**src/rtl/fetch_sequencer_if.sv**
```systemverilog
// Fetch-side bus bundle: instruction-memory request channel plus the decode channel.
// mem_req/mem_ack: request is held with a stable address until the cycle mem_ack is high; mem_data is valid only
// in that cycle. instr_valid/instr_ready: a word transfers in a cycle where both are high; instr holds while waiting.
interface fetch_sequencer_if;
  logic        mem_req;
  logic [15:0] mem_addr;
  logic        mem_ack;
  logic [15:0] mem_data;
  logic [15:0] instr;
  logic        instr_valid;
  logic        instr_ready;

  modport master (
    output mem_req, mem_addr, instr, instr_valid,
    input  mem_ack, mem_data, instr_ready
  );

  modport slave (
    input  mem_req, mem_addr, instr, instr_valid,
    output mem_ack, mem_data, instr_ready
  );
endinterface

```
**src/rtl/fetch_sequencer.sv**
```systemverilog
// Instruction-fetch controller: steers pc_unit, issues one memory fetch at a time and hands words to decode,
// with branch redirect, flush of wrong-path fetches, halt and a sticky ack-timeout fault.
module fetch_sequencer #(
  parameter int ACK_TIMEOUT = 255
) (
  input  logic                clk,
  input  logic                rst,
  input  logic [15:0]         pc,
  output logic [1:0]          pc_op,
  output logic [15:0]         pc_in,
  output logic                pc_en,
  fetch_sequencer_if.master   bus,
  input  logic                branch_req,
  input  logic [15:0]         branch_target,
  input  logic                halt_req,
  output logic                halted,
  output logic                fetch_fault,
  output logic [2:0]          dbg_state
);

  localparam logic [1:0] PC_NOP   = 2'b00;
  localparam logic [1:0] PC_INC   = 2'b01;
  localparam logic [1:0] PC_SET   = 2'b10;
  localparam logic [1:0] PC_RESET = 2'b11;

  localparam logic [15:0] TMO_LAST = 16'(ACK_TIMEOUT - 1);

  typedef enum logic [2:0] {
    S_RESET = 3'd0,
    S_ISSUE = 3'd1,
    S_FETCH = 3'd2,
    S_FLUSH = 3'd3,
    S_VALID = 3'd4,
    S_HALT  = 3'd5
  } state_t;

  state_t      state, state_nxt;
  logic [15:0] addr_q;
  logic [15:0] tcnt;
  logic        timeout;

  assign timeout   = (tcnt == TMO_LAST);
  assign dbg_state = state;

  always_ff @(posedge clk) begin
    if (rst) state <= S_RESET;
    else     state <= state_nxt;
  end

  always_comb begin
    state_nxt = state;
    case (state)
      S_RESET: state_nxt = S_ISSUE;
      S_ISSUE: begin
        if (halt_req)        state_nxt = S_HALT;
        else if (!branch_req) state_nxt = S_FETCH;
      end
      S_FETCH: begin
        if (branch_req)      state_nxt = bus.mem_ack ? S_ISSUE : S_FLUSH;
        else if (bus.mem_ack) state_nxt = S_VALID;
        else if (timeout)    state_nxt = S_HALT;
      end
      S_FLUSH: begin
        if (bus.mem_ack)     state_nxt = S_ISSUE;
        else if (timeout)    state_nxt = S_HALT;
      end
      S_VALID: begin
        if (branch_req || bus.instr_ready) state_nxt = S_ISSUE;
      end
      S_HALT:  state_nxt = S_HALT;
      default: state_nxt = S_RESET;
    endcase
  end

  // Outputs are forced idle during rst since the state register only clears on the edge.
  always_comb begin
    pc_op           = PC_NOP;
    pc_in           = branch_target;
    bus.mem_req     = 1'b0;
    bus.mem_addr    = addr_q;
    bus.instr_valid = 1'b0;
    halted          = 1'b0;
    if (!rst) begin
      case (state)
        S_RESET: pc_op = PC_RESET;
        S_ISSUE: if (!halt_req && branch_req) pc_op = PC_SET;
        S_FETCH: begin
          bus.mem_req = 1'b1;
          if (branch_req)       pc_op = PC_SET;
          else if (bus.mem_ack) pc_op = PC_INC;
        end
        S_FLUSH: begin
          bus.mem_req = 1'b1;
          if (branch_req) pc_op = PC_SET;
        end
        S_VALID: begin
          bus.instr_valid = !branch_req;
          if (branch_req) pc_op = PC_SET;
        end
        S_HALT:  halted = 1'b1;
        default: pc_op = PC_NOP;
      endcase
    end
  end

  assign pc_en = (pc_op != PC_NOP);

  always_ff @(posedge clk) begin
    if (rst) begin
      addr_q      <= 16'h0000;
      bus.instr   <= 16'h0000;
      tcnt        <= 16'h0000;
      fetch_fault <= 1'b0;
    end else begin
      case (state)
        S_ISSUE: begin
          addr_q <= pc;
          tcnt   <= 16'h0000;
        end
        S_FETCH: begin
          tcnt <= tcnt + 16'h0001;
          if (!branch_req && bus.mem_ack) bus.instr <= bus.mem_data;
          if (!branch_req && !bus.mem_ack && timeout) fetch_fault <= 1'b1;
        end
        S_FLUSH: begin
          tcnt <= tcnt + 16'h0001;
          if (!bus.mem_ack && timeout) fetch_fault <= 1'b1;
        end
        default: ;
      endcase
    end
  end

endmodule

```
**src/flat_wrapper.sv**
```systemverilog
// flat-port wrapper written by rule: the top's interface ports become plain ports
module fetch_sequencer_flat 
#(
  parameter int ACK_TIMEOUT = 255
)
  (clk, rst, pc, pc_op, pc_in, pc_en, branch_req, branch_target, halt_req, halted, fetch_fault, dbg_state, bus_mem_req, bus_mem_addr, bus_instr, bus_instr_valid, bus_mem_ack, bus_mem_data, bus_instr_ready);
  fetch_sequencer_if bus_i ();
  input  logic clk;
  input  logic rst;
  input  logic [15:0] pc;
  output logic [1:0] pc_op;
  output logic [15:0] pc_in;
  output logic pc_en;
  input  logic branch_req;
  input  logic [15:0] branch_target;
  input  logic halt_req;
  output logic halted;
  output logic fetch_fault;
  output logic [2:0] dbg_state;
  output wire logic [$bits(bus_i.mem_req)-1:0] bus_mem_req;
  output wire logic [$bits(bus_i.mem_addr)-1:0] bus_mem_addr;
  output wire logic [$bits(bus_i.instr)-1:0] bus_instr;
  output wire logic [$bits(bus_i.instr_valid)-1:0] bus_instr_valid;
  input wire logic [$bits(bus_i.mem_ack)-1:0] bus_mem_ack;
  input wire logic [$bits(bus_i.mem_data)-1:0] bus_mem_data;
  input wire logic [$bits(bus_i.instr_ready)-1:0] bus_instr_ready;
  assign bus_mem_req = bus_i.mem_req;
  assign bus_mem_addr = bus_i.mem_addr;
  assign bus_instr = bus_i.instr;
  assign bus_instr_valid = bus_i.instr_valid;
  assign bus_i.mem_ack = bus_mem_ack;
  assign bus_i.mem_data = bus_mem_data;
  assign bus_i.instr_ready = bus_instr_ready;
  fetch_sequencer #(.ACK_TIMEOUT(ACK_TIMEOUT)) u_core (.clk(clk), .rst(rst), .pc(pc), .pc_op(pc_op), .pc_in(pc_in), .pc_en(pc_en), .bus(bus_i), .branch_req(branch_req), .branch_target(branch_target), .halt_req(halt_req), .halted(halted), .fetch_fault(fetch_fault), .dbg_state(dbg_state));
endmodule
```
**config.mk**
```make
export PLATFORM = sky130hd
export DESIGN_NAME = fetch_sequencer_flat
export DESIGN_NICKNAME = d
export VERILOG_FILES = /design/src/rtl/fetch_sequencer_if.sv /design/src/rtl/fetch_sequencer.sv /design/src/flat_wrapper.sv
export SDC_FILE = /design/constraint.sdc
export NUM_CORES = 1
export LEC_CHECK = 0
export BUFFER_PORTS_ARGS = -buffer_cell sky130_fd_sc_hd__clkbuf_2
export CAP_MARGIN = 25
export CELL_PAD_IN_SITES_DETAIL_PLACEMENT = 0
export CELL_PAD_IN_SITES_GLOBAL_PLACEMENT = 1
export CORE_MARGIN = 1
export CORE_UTILIZATION = 33
export CTS_CLUSTER_SIZE = 30
export DETAILED_ROUTE_END_ITERATION = 8
export GPL_TIMING_DRIVEN = 0
export PLACE_DENSITY = 0.9
export SYNTH_ARGS = -nofsm -noshare
export SYNTH_HDL_FRONTEND = slang
export SYNTH_SLANG_ARGS = --single-unit
export TNS_END_PERCENT = 50
```
**constraint.sdc**
```tcl
create_clock -name clk -period 1.72 [get_ports clk]
set_input_delay 0.344 -clock clk [delete_from_list [all_inputs] [get_ports clk]]
set_output_delay 0.344 -clock clk [all_outputs]
set_load 0.02 [all_outputs]
```
==> After elaboration in Yosys (flattened, before gate mapping) <==
Index checks and enable logic that the tools add are counted.
{ "totals": {"reg_bits": 52} }
{ "classes": {"n_reduce_logical": 18, "n_addsub": 1, "n_eq_ne": 10, "muxes": 25} }
{ "ops": {"columns": ["op", "n"], "rows": [
  ["$pmux W16 S2", 1],
  ["$mux W3", 7],
  ["$pmux W3 S6", 1],
  ["$add A16 B1 Y16 const B", 1],
  ["$eq A16 B8 Y1 const B", 1],
  ["$mux W2", 5],
  ["$mux W1", 9],
  ["$pmux W2 S4", 1],
  ["$eq A3 B2 Y1 const B", 2],
  ["$eq A3 B3 Y1 const B", 2],
  ["$ne A2 B1 Y1 const B", 3],
  ["$reduce_bool A2 Y1", 3],
  ["$logic_and A1 B1 Y1", 5],
  ["$reduce_and A2 Y1", 2],
  ["$reduce_or A2 Y1", 2],
  ["$eq A3 B1 Y1 const B", 1],
  ["$logic_not A1 Y1", 3],
  ["$logic_not A3 Y1", 1],
  ["$ne A3 B3 Y1 const B", 1],
  ["$reduce_and A3 Y1", 1],
  ["$pmux W1 S2", 1],
  ["$logic_or A1 B1 Y1", 1]
]} }

==> Depth between registers and ports, before layout <==
Gate-level depths: netlist of the first run.
{ "logic_depth": {"depth_word": 6, "mapped_depth": 7, "ltp_nobuf": 6} }

==> Worst setup path before layout of the first run <==
No wires, ideal clock.
{ "synth_timing": {"kind": "reg-to-output", "from": "register u_core.state[2] (netlist: u_core.dbg_state[2])", "to": "output pc_en", "arrival_time_ps": 1506, "path_stages_with_launch": 6, "n_path_buf": 1, "setup_slack_ps": -130, "cell_sequence": "dfxtp_1 > clkbuf_1 > inv_1 > o21ai_0 > a21oi_1 > or2_1"} }
{ "synth_via": {"elab_chain_len": 5, "word_cells_on_any_way": 9, "cone_classes": "eq/ne (4); mux (2); reduce/logical (3)"} }
{ "synth_lines": {"columns": ["item", "line", "source"], "rows": [
  ["start: declaration", "fetch_sequencer.sv:37", "state_t state, state_nxt;"],
  ["start signal: assignment", "fetch_sequencer.sv:47", "else state <= state_nxt;"],
  ["$eq A3 B3 Y1 / $eq A3 B2 Y1 (equally long branches)", "fetch_sequencer.sv:84", "case (state)"],
  ["$reduce_or A2 Y1 (no source line)", null, null],
  ["$pmux W2 S4 (*)", "fetch_sequencer.sv:84", null],
  ["$mux W2 (*)", "fetch_sequencer.sv:83", "if (!rst) begin"],
  ["named net pc_op[1]", "flat_wrapper.sv:11", "output logic [1:0] pc_op;"],
  ["$reduce_bool A2 Y1 (*)", "fetch_sequencer.sv:106", "assign pc_en = (pc_op != PC_NOP);"],
  ["end: declaration", "flat_wrapper.sv:13", "output logic pc_en;"]
]} }
The timed path passes the listed nets; every way through them passes the cells marked *.

==> Worst setup path after layout of the first run <==
{ "layout_timing": {"from": "register u_core.state[1] (netlist: u_core.dbg_state[1])", "to": "output pc_en"} }
{ "layout_via": {"elab_chain_len": 5, "word_cells_on_any_way": 9, "cone_classes": "eq/ne (4); mux (2); reduce/logical (3)"} }
{ "layout_lines": {"columns": ["item", "line"], "rows": [
  ["$eq A3 B3 Y1 / $eq A3 B2 Y1 (equally long branches)", "fetch_sequencer.sv:84"],
  ["$reduce_or A2 Y1 (no source line)", null],
  ["$pmux W2 S4 (*)", "fetch_sequencer.sv:84"],
  ["$mux W2 (*)", "fetch_sequencer.sv:83"],
  ["$reduce_bool A2 Y1 (*)", "fetch_sequencer.sv:106"]
]} }
Mark *: on every way between the ends. The rest lies on a longest branch, timed or not.

==> flow_summary.json, run 1 <==
{
  "period_minus_slack_ps": 1840,
  "antenna_cells": 0,
  "final_antenna_net_count": 0,
  "die-area_mm2": 0.00787,
  "syn-num-nets": 369,
  "pwr-share-seq_pct": 51.4,
  "relSlewSlack_pct": 70.1,
  "area_growth_syn_to_layout_pct": 36.6,
  "combPwrFrac_pct": 19.4,
  "cts_made_buffers": 5,
  "finalClockSkew_ps": 6.81,
  "htreeDepth": 2,
  "synth_seq_cells": 52,
  "synthCells": 313,
  "core-area_mm2": 0.00725,
  "wl_per_cell_um": 11.9,
  "path_buf_inv": 1,
  "syn_area_mm2": 0.00248,
  "design_area_mm2": 0.00339,
  "min_path_type": "primary input to register",
  "yosysTopAreaCell": "dfxtp_1",
  "synth_edf_count": 0,
  "yosys-top-cells-area": "dfxtp_1 (42%), nand2_1 (11%), a21oi_1 (8.5%)",
  "end_kind": "primary output",
  "cp.arrival_ps": 1490,
  "start_util_pct": 34.2,
  "final_cell_mix": "clkbuf_2 (89), nand2_1 (70), dfxtp_1 (49)",
  "path_class": "register to primary output",
  "maxCapViolCount": 0,
  "p_clk_share_pct": 29.1,
  "tightest_slew_ps": 449,
  "synth.avg_cell_area_um2": 7.93,
  "grtUsageTotal_pct": 14.9,
  "drive_gt1_share_pct": 40.7,
  "p_int_mw": 1.74,
  "yosysTopAreaCellShare_pct": 42.0,
  "clk_pin_slew_ps": 100,
  "p_switching_mw": 0.712,
  "routed_wl_um": 6210,
  "ys.flop_type": "dfxtp_1",
  "clock.fmax_ghz": 0.544,
  "die_y_um": 88.7,
  "async_reset_ff_share_pct": 0,
  "rsz0062_at_grt": "true",
  "io_buffers": 93,
  "finalSetupViolations": 3,
  "switching_share_pct": 29.0,
  "via_count": 2548,
  "cp.required_ps": 1380,
  "critPathTopFamily": "simple AND/OR/NAND/NOR gates",
  "postLayoutSetupSlackWorst_ps": -119,
  "clk_latency_ps": 310,
  "cts.path.max_buffers": 2,
  "hold_violations": 0,
  "num-nets-final": 480,
  "worstPathMaxFanout": 4,
  "grt_overflow_total": 0,
  "status": "complete, but fails checks",
  "cp-start-kind": "register",
  "drc": 0,
  "slowest_stage": "dfxtp_2",
  "num_rows": 31,
  "drv_slew": 0,
  "root_buffer": "clkbuf_8",
  "p_per_area_mw_per_mm2": 725,
  "leakagePower_nw": 1.44,
  "fin_setup_tns_ps": -240,
  "routabilityCongestion": 0.850,
  "die_w_um": 88.7,
  "grt_pass1_vias": 2093,
  "numClockSinks": 52,
  "placed_cell_area_mm2": 0.00309,
  "drt_first_pass_iters": 4,
  "final_common_cell": "clkbuf_2",
  "yosysSeqAreaShare_pct": 42.0,
  "dpl_worst_slack_ps": -137,
  "vdd_drop_max_v": 0.000362,
  "grt_max_degree": 18,
  "violations": "setup timing",
  "crit_chain": "nor2b_4, and3_4, o21a_4, or2_4, buf_8",
  "postCtsHoldBufs": 0,
  "finalCritPeriodShare_pct": 107,
  "yosys_warnings": 0,
  "synth_cell_types": 49,
  "critPathMaxStageDelay_ps": 350,
  "drtIter0Drc": 58,
  "power_mw": 2.46,
  "dp_hpwl_um": 4500,
  "antenna_found_initial": 0,
  "grt_first_pass_wirelength_um": 9350,
  "viasPerCell": 4.86,
  "pin_count": 112,
  "cts_tree": "done"
}
kinds of logic after synthesis:
group	synth area share, %
multiplexers	0.857
AND/OR/NAND/NOR	26.1
AO/OA/AOI/OAI	20.0
flip-flops	42.0
XOR/XNOR	0.353
adder cells (fa/ha/maj)	1.01
buffers and inverters	9.73
through the flow:
step,hold WS (ps),instances,util (%)
after detailed placement,447,505,42.6
after CTS,232,522,45.7
after floorplan,450,313,-
after global placement,442,505,42.6
after global routing,226,524,46.7
final,238,524,46.7
power groups by stage:
stage	combinational, mW	clock [mW]	sequential, mW
floorplan	0.236	0	1.33
global placement	0.421	0	1.29
detailed placement	0.424	0	1.29
CTS	0.465	0.745	1.26
global route	0.526	0.788	1.27
finish	0.477	0.715	1.26
timing repair:
action                     CTS  global route
setup endpoints to repair    4            22
setup buffers               10             3
resized for setup           19            24
pin swaps                    6             5
routing by layer:
| metal | track usage, % | part of all wire, % | up-vias |
|---|---|---|---|
| met5 | 0 | 0 | - |
| met4 | 2.64 | 0.53 | 0 |
| met3 | 3.54 | 6.8 | 4 |
| met2 | 26.4 | 48 | 89 |
| met1 | 18.6 | 45 | 1171 |
| li1 | - | - | 1284 |
cell type report:
cell class                 instances  area [µm²]
fill                             727        3860
multi-input combinational        220        1260
sequential                        52        1050
timing repair buffer             106         601
buffer                            35         243
tap                               99         124
clock buffer                       5        68.8
clock inverter                     3        21.3
inverter                           4        18.8
Yosys cell counts (all sizes together), types with 4 or more instances:
| cell | instances |
|---|---|
| buf | 27 |
| a21oi | 42 |
| nand2b | 4 |
| and3 | 4 |
| clkbuf | 10 |
| nor3 | 4 |
| o21ai | 16 |
| nand2 | 71 |
| nor2 | 18 |
| nand3 | 8 |
| nand4 | 4 |
| inv | 4 |
| o31ai | 5 |
| dfxtp | 52 |
| a31oi | 7 |
state kept, by name (all words and copies together), names as in the netlist:
| name | cells |
|---|---|
| u_core.dbg_state | 3 |
| u_core.tcnt | 16 |
| u_core.bus.mem_addr | 16 |
| u_core.fetch_fault | 1 |
| u_core.bus.instr | 16 |
path summary, 6_finish.rpt:
path | from | end | slack [ps] | depth (start not counted)
hold / removal | pc[0] | u_core.bus.mem_addr[0] | 240 | 3
hold reg to reg | u_core.bus.instr[5] | u_core.bus.instr[5] | 460 | 2
setup / recovery | u_core.dbg_state[1] | pc_en | -120 | 5
setup reg to reg | u_core.tcnt[12] | u_core.fetch_fault | 80 | 4
worst register-to-register path: cells and delay by family, from the launching register on:
kind             cells  cell delay (ps)
AND/OR/NAND/NOR      3             1020
flip-flops           1              360
AO/OA/AOI/OAI        1              190
Power figures use the tool's default switching activity.
==> run 2: changes to the inputs <==
ABC_AREA = 1   (was not set)
CORE_UTILIZATION = 32   (was 33)
SLEW_MARGIN = 20   (was not set)
==> run 2 against run 1 <==
The flow still finishes with violations (setup timing). Power rose by 13%. Cell area rose by 2.0%. Register-to-register slack improved by 130 ps. Flip-flop and latch count did not move. Routed wire length rose by 7.9%. Non-clock buffer count fell by 1. Combinational power rose by 48%.
==> flow_summary.json, run 2 <==
{
  "drt_first_pass_iters": 5,
  "num_rows": 31,
  "violations": "setup timing",
  "maxCapViolCount": 0,
  "wl_per_cell_um": 11.7,
  "yosysTopAreaCellShare_pct": 41.6,
  "clock.fmax_ghz": 0.546,
  "final_common_cell": "clkbuf_2",
  "fillers": 774,
  "crit_start": "u_core.dbg_state[0]",
  "num-nets-final": 530,
  "final_cell_mix": "clkbuf_2 (89), nor2_1 (83), dfxtp_1 (49)",
  "finalSetupViolations": 5,
  "placed_cell_area_mm2": 0.00311,
  "numClockSinks": 52,
  "path_class": "register to primary output",
  "synthAdderAreaFrac_pct": 1.00,
  "cts_made_buffers": 5,
  "crit_path_end": "pc_en",
  "r2r_cells": 8,
  "yosys-top-cells-count": "nor2_1 (84), nand2_1 (53), dfxtp_1 (52)",
  "finalCritPeriodShare_pct": 107,
  "drive_gt1_share_pct": 37.9,
  "synth_compound_area_share_pct": 16.3,
  "die_w_um": 90.4,
  "synthCells": 356,
  "grt_max_degree": 19,
  "die_y_um": 90.4,
  "final_antenna_net_count": 0,
  "design_area_mm2": 0.00345,
  "period_minus_slack_ps": 1830,
  "reg2reg_slack_ps": 210,
  "antenna_cells": 0,
  "cp-start-kind": "register",
  "area_growth_syn_to_layout_pct": 38.0,
  "ys.flop_type": "dfxtp_1",
  "leakagePower_nw": 1.62,
  "end_kind": "primary output",
  "routabilityCongestion": 0.852,
  "status": "complete, but fails checks",
  "reg2reg_from": "u_core.tcnt[1]",
  "pwr-share-seq_pct": 47.7,
  "yosysTopAreaCell": "dfxtp_1",
  "r2r_end": "u_core.tcnt[12]",
  "start_util_pct": 33.8,
  "cp.required_ps": 1380,
  "p_clk_share_pct": 26.8,
  "p_int_mw": 1.85,
  "routed_wl_um": 6700,
  "yosys_warnings": 0,
  "hold_violations": 0,
  "combPwrFrac_pct": 25.5,
  "dpl_worst_slack_ps": -121,
  "yosys.area_share.simple_pct": 28.4,
  "p_per_area_mw_per_mm2": 803,
  "pin_count": 112,
  "grt_pass1_vias": 2472,
  "yosysMostFrequentCell": "nor2_1",
  "io_buffers": 95,
  "clk_latency_ps": 310,
  "dp_hpwl_um": 4800,
  "relSlewSlack_pct": 62.4,
  "clk_pin_slew_ps": 100,
  "htreeDepth": 2,
  "cts_tree": "done",
  "synth_top_family_by_area": "simple AND/OR/NAND/NOR gates",
  "grt_first_pass_wirelength_um": 11000,
  "yosysSeqAreaShare_pct": 41.6,
  "finalClockSkew_ps": 6.30,
  "min_path_type": "primary input to register",
  "drv_slew": 0,
  "tightest_slew_ps": 565,
  "muxShareOfSynthArea_pct": 0,
  "cts.path.max_buffers": 2,
  "die-area_mm2": 0.00818,
  "synth_edf_count": 0,
  "synth_seq_cells": 52,
  "root_buffer": "clkbuf_8",
  "viasPerCell": 4.55,
  "async_reset_ff_share_pct": 0,
  "switching_share_pct": 33.2,
  "worstPathMaxFanout": 7,
  "drc": 0,
  "grtUsageTotal_pct": 16.3,
  "syn-num-nets": 412,
  "synth.avg_cell_area_um2": 7.03,
  "via_count": 2610,
  "synthXorXnorAreaFrac_pct": 0,
  "postCtsHoldBufs": 0,
  "p_switching_mw": 0.920,
  "cp.arrival_ps": 1490,
  "rsz0062_at_grt": "true",
  "postLayoutSetupSlackWorst_ps": -113,
  "vdd_drop_max_v": 0.000553,
  "synth_cell_types": 35,
  "core-area_mm2": 0.00741,
  "grt_overflow_total": 0,
  "antenna_found_initial": 0,
  "yosys-top-cells-area": "dfxtp_1 (42%), nor2_1 (13%), o21ai_0 (9.4%)",
  "syn_area_mm2": 0.00250,
  "drtIter0Drc": 123
}
## run 2: cell type report
cell class	instances	area, µm²	share of cell area (%)
clock buffer	5	68.8	1.99
multi-input combinational	245	1230	35.7
inverter	30	126	3.66
timing repair buffer	113	638	18.5
sequential	52	1050	30.4
clock inverter	3	26.3	0.761
tap	99	124	3.59
buffer	27	189	5.47
## run 2: worst max-delay path: stages (launching register included)
cell and delay (ps):
dfxtp_4 400, nor2_4 120, nand2_4 90, nand2_4 100, inv_6 40, nand2_4 50, nand2_4 50, a41oi_2 140
clkbuf_8 180
## run 2: per-stage QoR
stage / power, mW / std cells / hold slack, ps / setup TNS (ps) / utilization, %
6_report: 2.77 / 574 / 250 / -372 / 46.6
5_1_grt: 2.93 / 574 / 256 / -865 / 46.6
4_1_cts: 2.78 / 568 / 246 / -660 / 45.4
3_5_place_dp: 1.95 / 550 / 473 / -342 / 42.0
3_3_place_gp: 1.95 / 550 / 456 / -397 / 42.0
2_1_floorplan: 1.74 / 356 / 453 / -136 / -
## run 2: power by group through the flow
stage | Combinational, mW | Sequential (mW) | Clock, mW
CTS | 0.680 | 1.32 | 0.775
global placement | 0.603 | 1.34 | 0
floorplan | 0.313 | 1.42 | 0
detailed placement | 0.608 | 1.35 | 0
global route | 0.774 | 1.33 | 0.827
finish | 0.707 | 1.32 | 0.743
## run 2: kinds of logic (layout without fill, tap and decap cells)
logic type,count (synthesis),in the layout
AOI/OAI and AO/OA,75,75
adders and majority gates,2,2
and+or+nand+nor,168,168
DFF,52,52
buffers and inverters,59,178
## run 2: repair_timing
| action | in CTS | in global routing |
|---|---|---|
| endpoints found under the setup margin | 6 | 6 |
| hold endpoints to repair | 0 | 0 |
| pin swaps | 4 | 7 |
| buffers inserted | 10 | 8 |
| resized for setup | 28 | 16 |
## run 2: per-layer routing
metal	share of wire, %	up-vias	track usage, %
li1	-	1374	-
met1	43	1139	18.9
met2	49	91	28.8
met3	6.8	6	4.38
met4	1.1	0	5.91
met5	0	-	0
## run 2: how the worst min path moves through the flow
stage / cells past startpoint / endpoint / slack (ps) / start
2_1_floorplan: 2 / u_core.tcnt[14] / 450 / u_core.tcnt[14]
3_3_place_gp: 2 / u_core.fetch_fault / 460 / u_core.fetch_fault
3_5_place_dp: 2 / u_core.bus.instr[6] / 470 / u_core.bus.instr[6]
4_1_cts: 3 / u_core.bus.mem_addr[7] / 250 / pc[7]
5_1_grt: 3 / u_core.bus.mem_addr[6] / 260 / pc[6]
6_report: 3 / u_core.bus.mem_addr[3] / 250 / pc[3]
==> run 3: changes to the inputs <==
CORE_UTILIZATION = 33   (was 32)
CTS_BUF_LIST = sky130_fd_sc_hd__clkbuf_8   (was not set)
PLACE_DENSITY = 0.92   (was 0.9)
==> run 3 against run 2 <==
The run still ends with setup timing left. Critical endpoint unchanged. Worst hold slack improved by 0.76 ps. Via count rose by 2.5%. Highest routed layer unchanged. Combinational power fell by 3%. Clock power rose by 12%.
==> flow_summary.json, run 3 (synthesized netlist as in run 2, its figures left out) <==
{
  "wl_per_cell_um": 11.7,
  "cp.arrival_ps": 1480,
  "p_per_area_mw_per_mm2": 832,
  "viasPerCell": 4.71,
  "root_buffer": "clkbuf_8",
  "area_growth_syn_to_layout_pct": 36.5,
  "routed_wl_um": 6620,
  "core-area_mm2": 0.00729,
  "routabilityCongestion": 0.830,
  "rsz0062_at_grt": "true",
  "postLayoutSetupSlackWorst_ps": -108,
  "start_util_pct": 34.3,
  "antenna_found_initial": 0,
  "min_path_type": "primary input to register",
  "grt_first_pass_wirelength_um": 10600,
  "clk_latency_ps": 310,
  "grt_max_degree": 16,
  "clock.fmax_ghz": 0.547,
  "die-area_mm2": 0.00794,
  "relSlewSlack_pct": 62.3,
  "grt_pass1_vias": 2400,
  "cts_tree": "done",
  "die_w_um": 89.1,
  "period_minus_slack_ps": 1830,
  "dp_hpwl_um": 4860,
  "tightest_slew_ps": 566,
  "r2r_cells": 10,
  "die_y_um": 89.1,
  "drtIter0Drc": 131,
  "num-nets-final": 524,
  "drive_gt1_share_pct": 37.1,
  "finalCritPeriodShare_pct": 106,
  "cts_made_buffers": 5,
  "holdWs_ps": 250,
  "fin_util_pct": 46.8,
  "pin_count": 112,
  "clk_pin_slew_ps": 90,
  "violations": "setup timing",
  "final_antenna_net_count": 0,
  "io_buffers": 95,
  "path_class": "register to primary output",
  "r2r_end": "u_core.bus.instr[8]",
  "final_common_cell": "clkbuf_2",
  "via_count": 2674,
  "grtUsageTotal_pct": 17.2,
  "reg2reg_from": "u_core.dbg_state[2]",
  "htreeDepth": 2,
  "cp-start-kind": "register",
  "cts.path.max_buffers": 2,
  "finalSetupViolations": 6,
  "crit_start": "u_core.dbg_state[2]",
  "leakagePower_nw": 1.59,
  "hold_violations": 0,
  "cp.required_ps": 1380,
  "finalClockSkew_ps": 7.95,
  "num_rows": 31,
  "drv_slew": 0,
  "status": "complete, but fails checks",
  "reg2reg_slack_ps": 220,
  "drc": 0,
  "grt_overflow_total": 0,
  "maxCapViolCount": 0,
  "drt_first_pass_iters": 4,
  "worstPathMaxFanout": 5,
  "crit_path_end": "pc_en",
  "numClockSinks": 52,
  "end_kind": "primary output",
  "antenna_cells": 0,
  "vdd_drop_max_v": 0.000456,
  "final_cell_mix": "clkbuf_2 (89), nor2_1 (83), dfxtp_1 (49)"
}
-- run 3: worst max-delay path: stages, from the launching register on --
cell and delay, ps:
dfxtp_4 380, nor2_4 140, nand2_4 90, nand2_4 90, inv_6 30, nand2_2 50
nand2_2 60, a41oi_2 150, clkbuf_8 180
-- run 3: layout make-up --
class	count	area (µm²)
Clock buffer	5	68.8
Sequential cell	52	1050
Buffer	27	189
Inverter	30	130
Multi-Input combinational cell	245	1220
Timing Repair Buffer	107	593
Clock inverter	3	38.8
Fill cell	777	3880
Tap cell	99	124
-- run 3: worst min path at each step --
stage / startpoint / depth (start not counted) / to
2_1_floorplan: u_core.tcnt[14] / 2 / u_core.tcnt[14]
3_3_place_gp: u_core.fetch_fault / 2 / u_core.fetch_fault
3_5_place_dp: u_core.bus.instr[3] / 2 / u_core.bus.instr[3]
4_1_cts: pc[8] / 3 / u_core.bus.mem_addr[8]
5_1_grt: pc[0] / 3 / u_core.bus.mem_addr[0]
6_report: pc[8] / 3 / u_core.bus.mem_addr[8]
-- run 3: timing repair --
| item | in CTS | in global routing |
|---|---|---|
| setup endpoints to repair | 6 | 6 |
| hold buffers | 0 | 0 |
| pin swaps | 7 | 7 |
| gates resized for setup | 29 | 13 |
| endpoints found under the hold margin | 0 | 0 |
| setup buffers | 10 | 2 |
-- run 3: layer usage --
| metal | share of wire, % | global-route usage (%) |
|---|---|---|
| met1 | 43 | 21.1 |
| met2 | 48 | 28.9 |
| met3 | 7.0 | 4.16 |
| met4 | 2.2 | 6.93 |
| met5 | 0 | 0 |
-- run 3: metrics by stage --
step                      instance area (µm²)  power, mW  std cells  setup TNS [ps]  worst slack [ps]
after detailed placement                 3110       1.95        550            -312              -125
after global routing                     3420       2.98        568            -633              -178
after global placement                   3110       1.94        550            -402              -143
final                                    3420       2.84        568            -295              -108
after CTS                                3370       2.85        567            -437              -146
after floorplan                          2510       1.74        356            -136             -98.0
-- run 3: report_power, final --
part / switching (mW) / total, mW / internal [mW]
clock network: 0.403 / 0.830 / 0.427
registers: 0.0480 / 1.32 / 1.28
logic: 0.422 / 0.687 / 0.266
total: 0.873 / 2.84 / 1.97
